<file path="src/rtl/fixed_mul_seq.sv">
// Sequential unsigned fixed-point multiplier: {q,f} (Q WIDTH.WIDTH) times integer d.
// One shift-add step per cycle, WIDTH cycles per product, valid/ready on both sides.
module fixed_mul_seq #(
  parameter int unsigned WIDTH = 32
) (
  input  logic             clk,
  input  logic             rst,
  input  logic             in_valid,
  output logic             in_ready,
  input  logic [WIDTH-1:0] q,
  input  logic [WIDTH-1:0] f,
  input  logic [WIDTH-1:0] d,
  output logic             out_valid,
  input  logic             out_ready,
  output logic [WIDTH-1:0] n,
  output logic [WIDTH-1:0] nf,
  output logic             ovf
);

  localparam int unsigned AW = 3 * WIDTH;
  localparam int unsigned CW = (WIDTH > 1) ? $clog2(WIDTH) : 1;

  typedef enum logic [1:0] {
    IDLE,
    RUN,
    DONE
  } state_t;

  state_t           state_q, state_d;
  logic [AW-1:0]    acc_q, acc_d;
  logic [AW-1:0]    mcand_q, mcand_d;
  logic [WIDTH-1:0] mplier_q, mplier_d;
  logic [CW-1:0]    cnt_q, cnt_d;
  logic [WIDTH-1:0] n_q, n_d;
  logic [WIDTH-1:0] nf_q, nf_d;
  logic             ovf_q, ovf_d;
  logic             in_ready_q, in_ready_d;
  logic             out_valid_q, out_valid_d;
  logic [AW-1:0]    sum;

  // State and datapath registers
  always_ff @(posedge clk or posedge rst) begin
    if (rst) begin
      state_q     <= IDLE;
      acc_q       <= '0;
      mcand_q     <= '0;
      mplier_q    <= '0;
      cnt_q       <= '0;
      n_q         <= '0;
      nf_q        <= '0;
      ovf_q       <= 1'b0;
      in_ready_q  <= 1'b1;
      out_valid_q <= 1'b0;
    end else begin
      state_q     <= state_d;
      acc_q       <= acc_d;
      mcand_q     <= mcand_d;
      mplier_q    <= mplier_d;
      cnt_q       <= cnt_d;
      n_q         <= n_d;
      nf_q        <= nf_d;
      ovf_q       <= ovf_d;
      in_ready_q  <= in_ready_d;
      out_valid_q <= out_valid_d;
    end
  end

  // Next-state, shift-add step and result capture
  always_comb begin
    state_d  = state_q;
    acc_d    = acc_q;
    mcand_d  = mcand_q;
    mplier_d = mplier_q;
    cnt_d    = cnt_q;
    n_d      = n_q;
    nf_d     = nf_q;
    ovf_d    = ovf_q;
    sum      = acc_q + (mplier_q[0] ? mcand_q : '0);

    unique case (state_q)
      IDLE: begin
        if (in_valid) begin
          mcand_d  = AW'({q, f});
          mplier_d = d;
          acc_d    = '0;
          cnt_d    = '0;
          state_d  = RUN;
        end
      end
      RUN: begin
        acc_d    = sum;
        mcand_d  = mcand_q << 1;
        mplier_d = mplier_q >> 1;
        if (cnt_q == CW'(WIDTH - 1)) begin
          // Last step: publish the finished accumulator straight from the adder
          n_d     = sum[2*WIDTH-1:WIDTH];
          nf_d    = sum[WIDTH-1:0];
          ovf_d   = |sum[AW-1:2*WIDTH];
          state_d = DONE;
        end else begin
          cnt_d = cnt_q + CW'(1);
        end
      end
      DONE: begin
        if (out_ready) begin
          state_d = IDLE;
        end
      end
      default: state_d = IDLE;
    endcase

    in_ready_d  = (state_d == IDLE);
    out_valid_d = (state_d == DONE);
  end

  assign in_ready  = in_ready_q;
  assign out_valid = out_valid_q;
  assign n         = n_q;
  assign nf        = nf_q;
  assign ovf       = ovf_q;

endmodule

</file>
<file path="config.mk">
export PLATFORM = sky130hd
export DESIGN_NAME = fixed_mul_seq
export DESIGN_NICKNAME = d
export VERILOG_FILES = /design/src/rtl/fixed_mul_seq.sv
export SDC_FILE = /design/constraint.sdc
export NUM_CORES = 1
export LEC_CHECK = 0
export CAP_MARGIN = 20
export CORE_AREA = 2 2 242 244
export DETAILED_ROUTE_END_ITERATION = 10
export DIE_AREA = 0 0 244 246
export HOLD_SLACK_MARGIN = 0.06
export PLACE_DENSITY = 0.58
export SLEW_MARGIN = 25
export SYNTH_ARGS = -nofsm -noshare
export SYNTH_HDL_FRONTEND = slang
export SYNTH_SLANG_ARGS = --single-unit
export TNS_END_PERCENT = 100
</file>
<file path="constraint.sdc">
create_clock -name clk -period 12.76 [get_ports clk]
set_input_delay 2.552 -clock clk [delete_from_list [all_inputs] [get_ports clk]]
set_output_delay 2.552 -clock clk [all_outputs]
set_load 0.02 [all_outputs]
</file>
==> impl_metrics.csv, run 1 <==
group,metric,value,unit
outcome,status,"finished clean",
worst_setup_path,crit_type,"reg2reg",
global_routing,grt_overflow,0,
timing,fin_skew,0.0272,ns
worst_setup_path,crit_chain,"and2_1 -> ha_1 -> inv_1 -> fa_1 -> nand2b_1 -> a2111oi_0 -> a211oi_2 -> o41ai_2 -> a21oi_2 -> o21bai_1 -> a21oi_1 -> o21ai_0 -> a21boi_0 -> xnor2_1 -> nand3_1 -> nand2_1",
worst_hold_path,hold_path_class,"reg2reg",
die,rows,88,
pwr,power_density,265,mW/mm^2
yosys,synth_ff_type,"dfrtp_1",
worst_setup_path,critical_path_buf_inv_count,1,
die,core_area,0.0574,mm^2
yosys,ys_seq_area_frac,0.399,
timing,worstMarginPinSlew,0.929,ns
global_routing,grt_max_degree,253,
worst_setup_path,critPathLaunchType,"register",
worst_setup_path,cp-end-kind,"register",
worst_setup_path,critPathMaxFanout,44,
routing,wirelength,54.9,mm
yosys,muxShareOfSynthArea,0.0520,
routing,wl_per_cell,18.2,um
timing,hold_violations,0,
place,gp_congestion,0.900,
timing,setup-violations-final,0,
routing,via_per_inst,5.30,
yosys,synth-compound-area-share,0.218,
timing,fin_crit,5.61,ns
worst_setup_path,slowest_stage,"dfrtp_2",
clock_network,clock_sinks,298,
place,io_buffers,166,
clock_network,cts_tree,"built",
clock_network,clock_path_buffers,3,
clock_network,cts-root-buf,"clkbuf_16",
worst_setup_path,arrival,6.09,ns
global_routing,antenna_found_initial,0,
global_routing,gr-usage-all-layers,0.182,
clock_network,post_cts_buffers,0,
routing,drc,0,
timing,finalMaxSlewViolations,0,
clock_network,hold_buffers,0,
yosys,synth_edf_count,0,
die,die_w,244,um
yosys,synth_xor_area_frac,0.0426,
yosys,synth_top_family_by_area,"compound AO/OA/AOI/OAI gates",
routing,drt-initial-drc-count,1016,
layout,nets,2427,
job,maxCapViolations,0,
pwr,leakagePower,9.31,nW
layout,drive_gt1_frac,0.0527,
global_routing,grt_pass1_vias,15800,
worst_setup_path,cp.required,13.24,ns
timing,fin_tns_setup,0,ns
global_routing,grt_pass1_wl,87.8,mm
timing,whs,0.474,ns
clock_network,clkTransAtPathRegs,0.06,ns
routing,ant_nets,0,
die,die_height,246,um
worst_setup_path,critPathTopFamily,"compound AO/OA/AOI/OAI gates",
timing,finalCritPeriodShare,0.439,
yosys,ys_seq_elements,298,
yosys,synthDistinctLibCells,91,
layout,area_growth,18.6,%
layout,layout_common_cells,"364 x nand2_1, 302 x o21ai_0, 296 x dfrtp_1",
yosys,synthesis.nets,2348,
yosys,yosys_warnings,0,
die,pin_count,167,
layout,layout_commonest_cell,"nand2_1",
worst_setup_path,slowest_delay,0.75,ns
place,place_hpwl,40.3,mm
routing,dr.pass1.iters,5,
pwr,finalPower,0.00589,W
yosys,synthAdderAreaFrac,0.0660,
yosys,netlist_area,0.0187,mm^2
yosys,synthSimpleGateAreaFrac,0.186,
routing,vias,16000,
yosys,synthArstFlopShare,1.00,
timing,fmax,178,MHz
clock_network,cts_made_buffers,37,
die,start_util,0.326,
die,floorplan.die_area,0.0600,mm^2
timing,slew_headroom,0.375,
clock_network,cts_resized,0,
yosys,syn_avg_cell_area,8.70,um^2
yosys,netlist_instances,2150,
clock_network,htreeDepth,2,
timing,rsz0062_at_grt,"no",
pwr,ir_drop,0.000102,V
clock_network,insertion_delay,0.56,ns
[cells in the mapped netlist, types with 3 or more instances]
cell type / n / area share
and2_1: 98 / 0.033
a21boi_0: 4 / 0.0016
nor4_1: 14 / 0.0047
ha_1: 97 / 0.065
xnor2_1: 50 / 0.023
nor3_1: 25 / 0.0067
a21oi_1: 161 / 0.043
nand3_1: 21 / 0.0056
o21a_1: 10 / 0.0040
nand4_2: 3 / 0.0020
nand2b_1: 9 / 0.0030
or2_2: 6 / 0.0020
a2111oi_0: 5 / 0.0023
mux2i_1: 95 / 0.051
a21oi_2: 4 / 0.0019
a31o_2: 3 / 0.0014
buf_1: 11 / 0.0022
nand2_1: 365 / 0.073
buf_6: 6 / 0.0036
inv_1: 22 / 0.0044
o31ai_1: 6 / 0.0024
nand4b_1: 3 / 0.0014
nand4_1: 46 / 0.015
clkbuf_2: 5 / 0.0013
buf_2: 15 / 0.0040
a21o_1: 19 / 0.0076
o21ai_1: 8 / 0.0021
clkbuf_1: 95 / 0.019
a211oi_1: 4 / 0.0016
and3_1: 7 / 0.0023
xor2_1: 41 / 0.019
dfrtp_1: 297 / 0.40
a22o_1: 66 / 0.031
or3_1: 4 / 0.0013
nor2b_1: 16 / 0.0054
o211ai_1: 9 / 0.0036
a31oi_1: 7 / 0.0023
nor2_1: 106 / 0.021
o21bai_1: 18 / 0.0072
o21ai_0: 302 / 0.081
[area by class of cell]
cell class	count	area (um^2)
fillers	5770	35200
multi-input cells	1693	10600
flip-flops and latches	298	7460
repair buffers	177	1800
clock buffers	51	1090
well taps	765	957
clock inverters	15	193
inverters	22	90.1
diodes	1	2.50
[metal layers]
| metal | global-route usage | routed length [um] | vias to the layer above |
|---|---|---|---|
| li1 | - | - | 7802 |
| met1 | 0.249 | 25600 | 7730 |
| met2 | 0.298 | 25200 | 416 |
| met3 | 0.0305 | 3080 | 67 |
| met4 | 0.0432 | 1030 | 0 |
| met5 | 0 | 0 | - |
[kinds of logic (layout without fill, tap and decap cells)]
logic type,after synthesis,after routing
simple gates,738,738
compound gates,669,669
flops,298,298
buf+inv,159,265
fa+ha+maj,98,98
mux,97,97
xor+xnor,91,91
other cells,0,1
[sequential cells by signal (all words and copies together), names as in the netlist, 2 cells and up]
register,flops
acc_q,96
state_q,2
n,32
mcand_q,96
mplier_q,32
cnt_q,5
nf,32
[final timing paths]
kind	end	cells after the start	slack (ns)	start
min reg2reg	n[17]	2	0.47	n[17]
max in group asynchronous	mplier_q[0]	4	8.29	rst
min in group asynchronous	n[10]	2	2.56	rst
max reg2reg	n[28]	16	7.15	mplier_q[0]
min	n[17]	2	0.47	n[17]
max	n[28]	16	7.15	mplier_q[0]
[through the flow]
step                      cells   util  setup slack [ns]  area (um^2)
after floorplan            2150      -              1.98        18700
after global placement     2953  0.363              7.16        20800
after detailed placement   2954  0.364              7.18        20900
after CTS                  3020  0.386              7.14        22100
after global routing       3021  0.387              6.71        22200
final                      3022  0.387              7.15        22200
[power by group]
group	switching [W]	total (W)	internal, W
Combinational	0.00192	0.00310	0.00118
Sequential	0.000296	0.00168	0.00138
Clock	0.000430	0.00111	0.000681
[worst register-to-register path, delay by kind of cell (launching register included)]
| family | cells | cell delay, ns |
|---|---|---|
| AND/OR/NAND/NOR | 4 | 0.72 |
| buffers and inverters | 1 | 0.06 |
| flip-flops | 1 | 0.75 |
| XOR/XNOR | 1 | 0.46 |
| AO/OA/AOI/OAI | 8 | 3.00 |
| adder cells (fa/ha/maj) | 2 | 0.57 |
Power figures use the tool's default switching activity.
==> run 2, diff against run 1 <==
Settings changed: PLACE_DENSITY 0.58 to 0.6.
Clock period 12.76 ns to 4.6 ns, I/O delays scaled along.
==> run 2 against run 1 <==
  * Clock power grew to 2.6 times the previous value
  * Sequential cell count unchanged
  * Routed wire length up 3.9%
  * Die area stayed put
  * Setup slack lost 7.0 ns
  * Clock-buffer cell count shrank 3
  * Cell area increased by 4.9%
  * Critical endpoint is now ovf
  * Highest routed layer unchanged
==> impl_metrics.csv, run 2 (synthesized netlist as in run 1, its figures left out) <==
group,metric,value,unit
outcome,status,"finished clean",
place,dp_cells,3081,
worst_setup_path,arrival,4.90,ns
timing,slew_headroom,0.347,
timing,setup-violations-final,0,
worst_setup_path,critPathLaunchType,"register",
routing,drt-initial-drc-count,1259,
routing,wirelength,57.1,mm
timing,finalMaxSlewViolations,0,
worst_setup_path,cp-end-kind,"register",
die,die_height,246,um
place,gp_congestion,0.927,
clock_network,clkTransAtPathRegs,0.07,ns
layout,fin_cells,3149,
clock_network,insertion_delay,0.55,ns
clock_network,cts_made_buffers,35,
layout,layout_common_cells,"364 x nand2_1, 300 x o21ai_0, 296 x dfrtp_1",
clock_network,htreeDepth,2,
timing,worstMarginPinSlew,0.979,ns
layout,drive_gt1_frac,0.113,
pwr,p_clk_frac,0.167,
worst_setup_path,cp.required,5.04,ns
clock_network,clock_sinks,298,
layout,layout_commonest_cell,"nand2_1",
layout,reg_top3,"acc_q: 96 flops, mcand_q: 96 flops",
pwr,switchingPower,0.00762,W
pwr,leakagePower,9.93,nW
clock_network,clock_path_buffers,3,
global_routing,gr-usage-all-layers,0.188,
layout,antenna_cells,0,
timing,hold_violations,0,
layout,fillers,5680,
timing,fin_crit,4.46,ns
global_routing,grt_pass1_vias,16500,
die,rows,88,
worst_hold_path,hp-start,"nf[21]",
global_routing,grt_overflow,0,
timing,fin_skew,0.0127,ns
global_routing,grt_max_degree,103,
layout,multiInputGateArea,0.0107,mm^2
routing,dr.pass1.iters,6,
timing,fin_tns_setup,0,ns
pwr,p_seq_frac,0.269,
die,core_area,0.0574,mm^2
die,pin_count,167,
pwr,power_density,741,mW/mm^2
clock_network,cts_tree,"built",
global_routing,grt_pass1_wl,91.2,mm
timing,fmax,224,MHz
layout,nets,2556,
pwr,intPower,0.00962,W
pwr,comb_power_share,0.564,
global_routing,antenna_found_initial,1,
routing,ant_nets,0,
routing,vias,16500,
place,place_hpwl,42.8,mm
die,die_w,244,um
routing,wl_per_cell,18.1,um
pwr,ir_drop,0.000283,V
layout,seqCellArea,0.00746,mm^2
timing,finalCritPeriodShare,0.969,
clock_network,hold_buffers,0,
die,start_util,0.326,
worst_setup_path,critPathLaunch,"mplier_q[0]",
clock_network,cts-root-buf,"clkbuf_16",
routing,via_per_inst,5.24,
pwr,switching_share,0.442,
worst_setup_path,r2r_start,"mplier_q[0]",
routing,drc,0,
die,floorplan.die_area,0.0600,mm^2
worst_setup_path,critPathMaxFanout,47,
place,io_buffers,166,
job,maxCapViolations,0,
layout,area_growth,24.4,%
worst_setup_path,crit_type,"reg2reg",
worst_hold_path,hold_path_class,"reg2reg",
run 2: cell count changes in the layout (fill, tap and decap cells not counted), sizes merged:
cell and delta:
buf +130, clkbuf -2, clkinv -1, clkinvlp +1
diode -1
run 2: power by group through the flow:
stage	Combinational, W	Clock (W)	Sequential, W
after floorplan	0.00609	0	0.00462
after global routing	0.0107	0.00306	0.00480
after detailed placement	0.00950	0	0.00467
after global placement	0.00940	0	0.00465
after CTS	0.00957	0.00296	0.00465
final	0.00973	0.00287	0.00464
run 2: per-layer routing:
metal	vias up	wire [um]	GRT usage	share of wire
met4	0	1120	0.0420	0.020
met3	65	2610	0.0246	0.046
li1	8068	-	-	-
met2	397	26100	0.305	0.46
met1	7981	27200	0.267	0.48
met5	-	0	0	0
run 2: through the flow:
stage / setup slack [ns] / area, um^2 / util / power (W) / hold WS (ns)
global placement: -0.00647 / 21900 / 0.382 / 0.0141 / 0.459
finish: 0.143 / 23300 / 0.406 / 0.0172 / 0.474
CTS: 0.00351 / 23100 / 0.402 / 0.0172 / 0.477
floorplan: -0.278 / 18700 / - / 0.0107 / 0.450
detailed placement: -0.0896 / 21900 / 0.382 / 0.0142 / 0.463
global route: -0.0301 / 23300 / 0.406 / 0.0186 / 0.501
run 2: timing repair:
item | 4_1_cts | 5_1_grt
setup buffers | 0 | 4
cloned | 0 | 1
resized for setup | 3 | 31
pin swaps | 0 | 8
setup endpoints to repair | 1 | 2
run 2: area by class of cell:
| class | count | area share |
|---|---|---|
| clock buffer | 48 | 0.0423 |
| clock inverter | 15 | 0.00812 |
| inverter | 22 | 0.00371 |
| multi-input combinational | 1693 | 0.461 |
| sequential | 298 | 0.321 |
| tap | 765 | 0.0411 |
| timing repair buffer | 308 | 0.123 |
run 2: critical path, cell delays in order (launching register included):
cell and delay (ns):
dfrtp_2 0.45, buf_12 0.18, and2_1 0.17, ha_1 0.31, buf_4 0.17, a21oi_1 0.20, o22ai_1 0.15, a31o_1 0.28
o31ai_4 0.45, and4b_2 0.34, o21ai_1 0.07, buf_4 0.17, a31o_2 0.23, a311oi_1 0.34, xnor2_1 0.16, nor4b_2 0.26
nand4_1 0.11, o32a_1 0.29
run 2: worst paths after layout:
check	to	slack [ns]	cells past startpoint
min in group asynchronous	ovf	0.80	2
max in group asynchronous	in_ready	2.60	4
worst max register to register	ovf	0.14	17
worst max-delay path	ovf	0.14	17
worst min register to register	nf[21]	0.47	2
worst min-delay path	nf[21]	0.47	2
==> run 3, diff against run 2 <==
Settings changed: CORE_AREA 2 2 242 244 to 2 2 197 199, DIE_AREA 0 0 244 246 to 0 0 199 201, PLACE_DENSITY 0.6 to 0.81.
==> run 3 against run 2 <==
  * Global-route usage rose by 8.1 points
  * Sequential share of layout area rose by 0.93 points
  * Combinational power is 2.6% lower
  * Sequential power about the same
  * Worst hold slack improved by 0.0039 ns
  * Non-clock buffer count decreased by 44
  * Die area down 33%
  * Maximum frequency rose by 0.26%
  * Clock power shrank 4%
  * Power fell by 2.1%
  * Cell count decreased by 9.3%
  * Sequential cell count did not move
==> impl_metrics.csv, run 3 (synthesized netlist as in run 1, its figures left out) <==
group,metric,value,unit
pwr,finalPower,0.0169,W
timing,fin_tns_setup,0,ns
clock_network,cts_tree,"built",
layout,reg_top3,"acc_q: 96 flops, mcand_q: 96 flops",
die,floorplan.die_area,0.0400,mm^2
worst_setup_path,cp-end-kind,"register",
routing,wirelength,53.6,mm
worst_setup_path,crit_type,"reg2reg",
timing,worstMarginPinSlew,0.981,ns
routing,via_per_inst,5.85,
clock_network,clock_sinks,298,
routing,wl_per_cell,18.8,um
job,maxCapViolations,0,
layout,layout_common_cells,"364 x nand2_1, 302 x o21ai_0, 296 x dfrtp_1",
clock_network,clkTransAtPathRegs,0.06,ns
timing,finalMaxSlewViolations,0,
layout,fillers,3301,
timing,fin_ws,0.155,ns
worst_setup_path,cp.required,5.02,ns
global_routing,grt_overflow,0,
global_routing,grt_pass1_vias,16800,
routing,vias,16700,
die,pin_count,167,
timing,fin_crit,4.45,ns
worst_setup_path,critPathLaunchType,"register",
pwr,ir_drop,0.000367,V
worst_hold_path,hold_path_class,"reg2reg",
timing,slew_headroom,0.346,
worst_setup_path,critPathMaxFanout,50,
die,rows,72,
worst_setup_path,arrival,4.87,ns
timing,setup-violations-final,0,
clock_network,htreeDepth,2,
die,core_area,0.0381,mm^2
routing,drc,0,
clock_network,cts_made_buffers,34,
clock_network,cts-root-buf,"clkbuf_16",
pwr,power_density,747,mW/mm^2
timing,fin_skew,0.0159,ns
global_routing,grt_max_degree,172,
die,die_height,201,um
global_routing,grt_pass1_wl,87.0,mm
layout,nets,2511,
die,die_w,199,um
layout,drive_gt1_frac,0.0954,
global_routing,antenna_found_initial,0,
clock_network,clock_path_buffers,3,
place,place_hpwl,38.7,mm
timing,fmax,225,MHz
outcome,status,"finished clean",
global_routing,gr-usage-all-layers,0.269,
pwr,leakagePower,9.67,nW
place,io_buffers,166,
routing,drt-initial-drc-count,1304,
routing,ant_nets,0,
layout,area_growth,20.9,%
timing,finalCritPeriodShare,0.966,
routing,dr.pass1.iters,5,
layout,antenna_cells,0,
layout,layout_commonest_cell,"nand2_1",
timing,hold_violations,0,
die,start_util,0.491,
clock_network,insertion_delay,0.55,ns
place,pre_cts_ws,-0.0333,ns
layout,post-route-util,0.594,
place,gp_congestion,0.963,
run 3: changes by cell type in the layout (fill, tap and decap cells not counted), sizes merged:
cell      previous run  this run
bufinv               4         2
clkinv               7         5
inv                 24        23
clkinvlp             2         4
buf                141        98
run 3: path summary, 6_finish.rpt:
check | start | to | slack (ns) | depth (start not counted)
setup / recovery | mplier_q[0] | ovf | 0.15 | 16
hold / removal | mplier_q[11] | mplier_q[11] | 0.48 | 2
setup reg to reg | mplier_q[0] | ovf | 0.15 | 16
hold reg to reg | mplier_q[11] | mplier_q[11] | 0.48 | 2
max in group asynchronous | rst | acc_q[13] | 2.98 | 3
min in group asynchronous | rst | acc_q[67] | 0.76 | 2
run 3: through the flow:
stage	cell area, um^2	cells	hold WS (ns)
floorplan	18700	2150	0.450
global placement	21200	2791	0.455
detailed placement	21200	2791	0.466
CTS	22400	2852	0.483
global route	22600	2856	0.500
finish	22600	2856	0.478
run 3: critical path: stages (launching register included):
cell and delay [ns]:
dfrtp_2 0.44, buf_12 0.18, and2_1 0.18, ha_1 0.30
buf_4 0.16, nand4_1 0.19, o22ai_1 0.15, nand2b_1 0.19
a21oi_2 0.24, o31ai_4 0.13, a31oi_1 0.37, o21ai_2 0.16
a21o_1 0.20, a211oi_1 0.28, xnor2_1 0.17, or4b_2 0.62
o32a_1 0.35
run 3: what timing repair did:
item                                    4_1_cts  5_1_grt
hold endpoints to repair                      0        0
hold buffers                                  0        0
pin swaps                                     0        9
setup buffers                                 0        4
endpoints found under the setup margin        1        1
gates resized for setup                       2       32
run 3: layout make-up:
class	instances	area [um^2]	share of cell area
Multi-Input combinational cell	1693	10800	0.477
Sequential cell	298	7460	0.330
Timing Repair Buffer	264	2500	0.111
Clock buffer	49	997	0.0441
Tap cell	518	648	0.0287
Clock inverter	12	136	0.00603
Inverter	22	86.3	0.00382
run 3: where the power goes:
part | total (W) | leakage [nW] | internal, W | switching, W
Combinational | 0.00948 | 5.36 | 0.00389 | 0.00560
Clock | 0.00276 | 0.551 | 0.00163 | 0.00113
Sequential | 0.00464 | 3.77 | 0.00383 | 0.000816
run 3: metal layers:
metal  track usage  vias to the layer above  wire length (um)
met5             0                        -                 0
met4        0.0754                        0              1330
met3        0.0445                       97              3160
met2         0.440                      567             25300
met1         0.369                     8068             23800
li1              -                     7971                 -
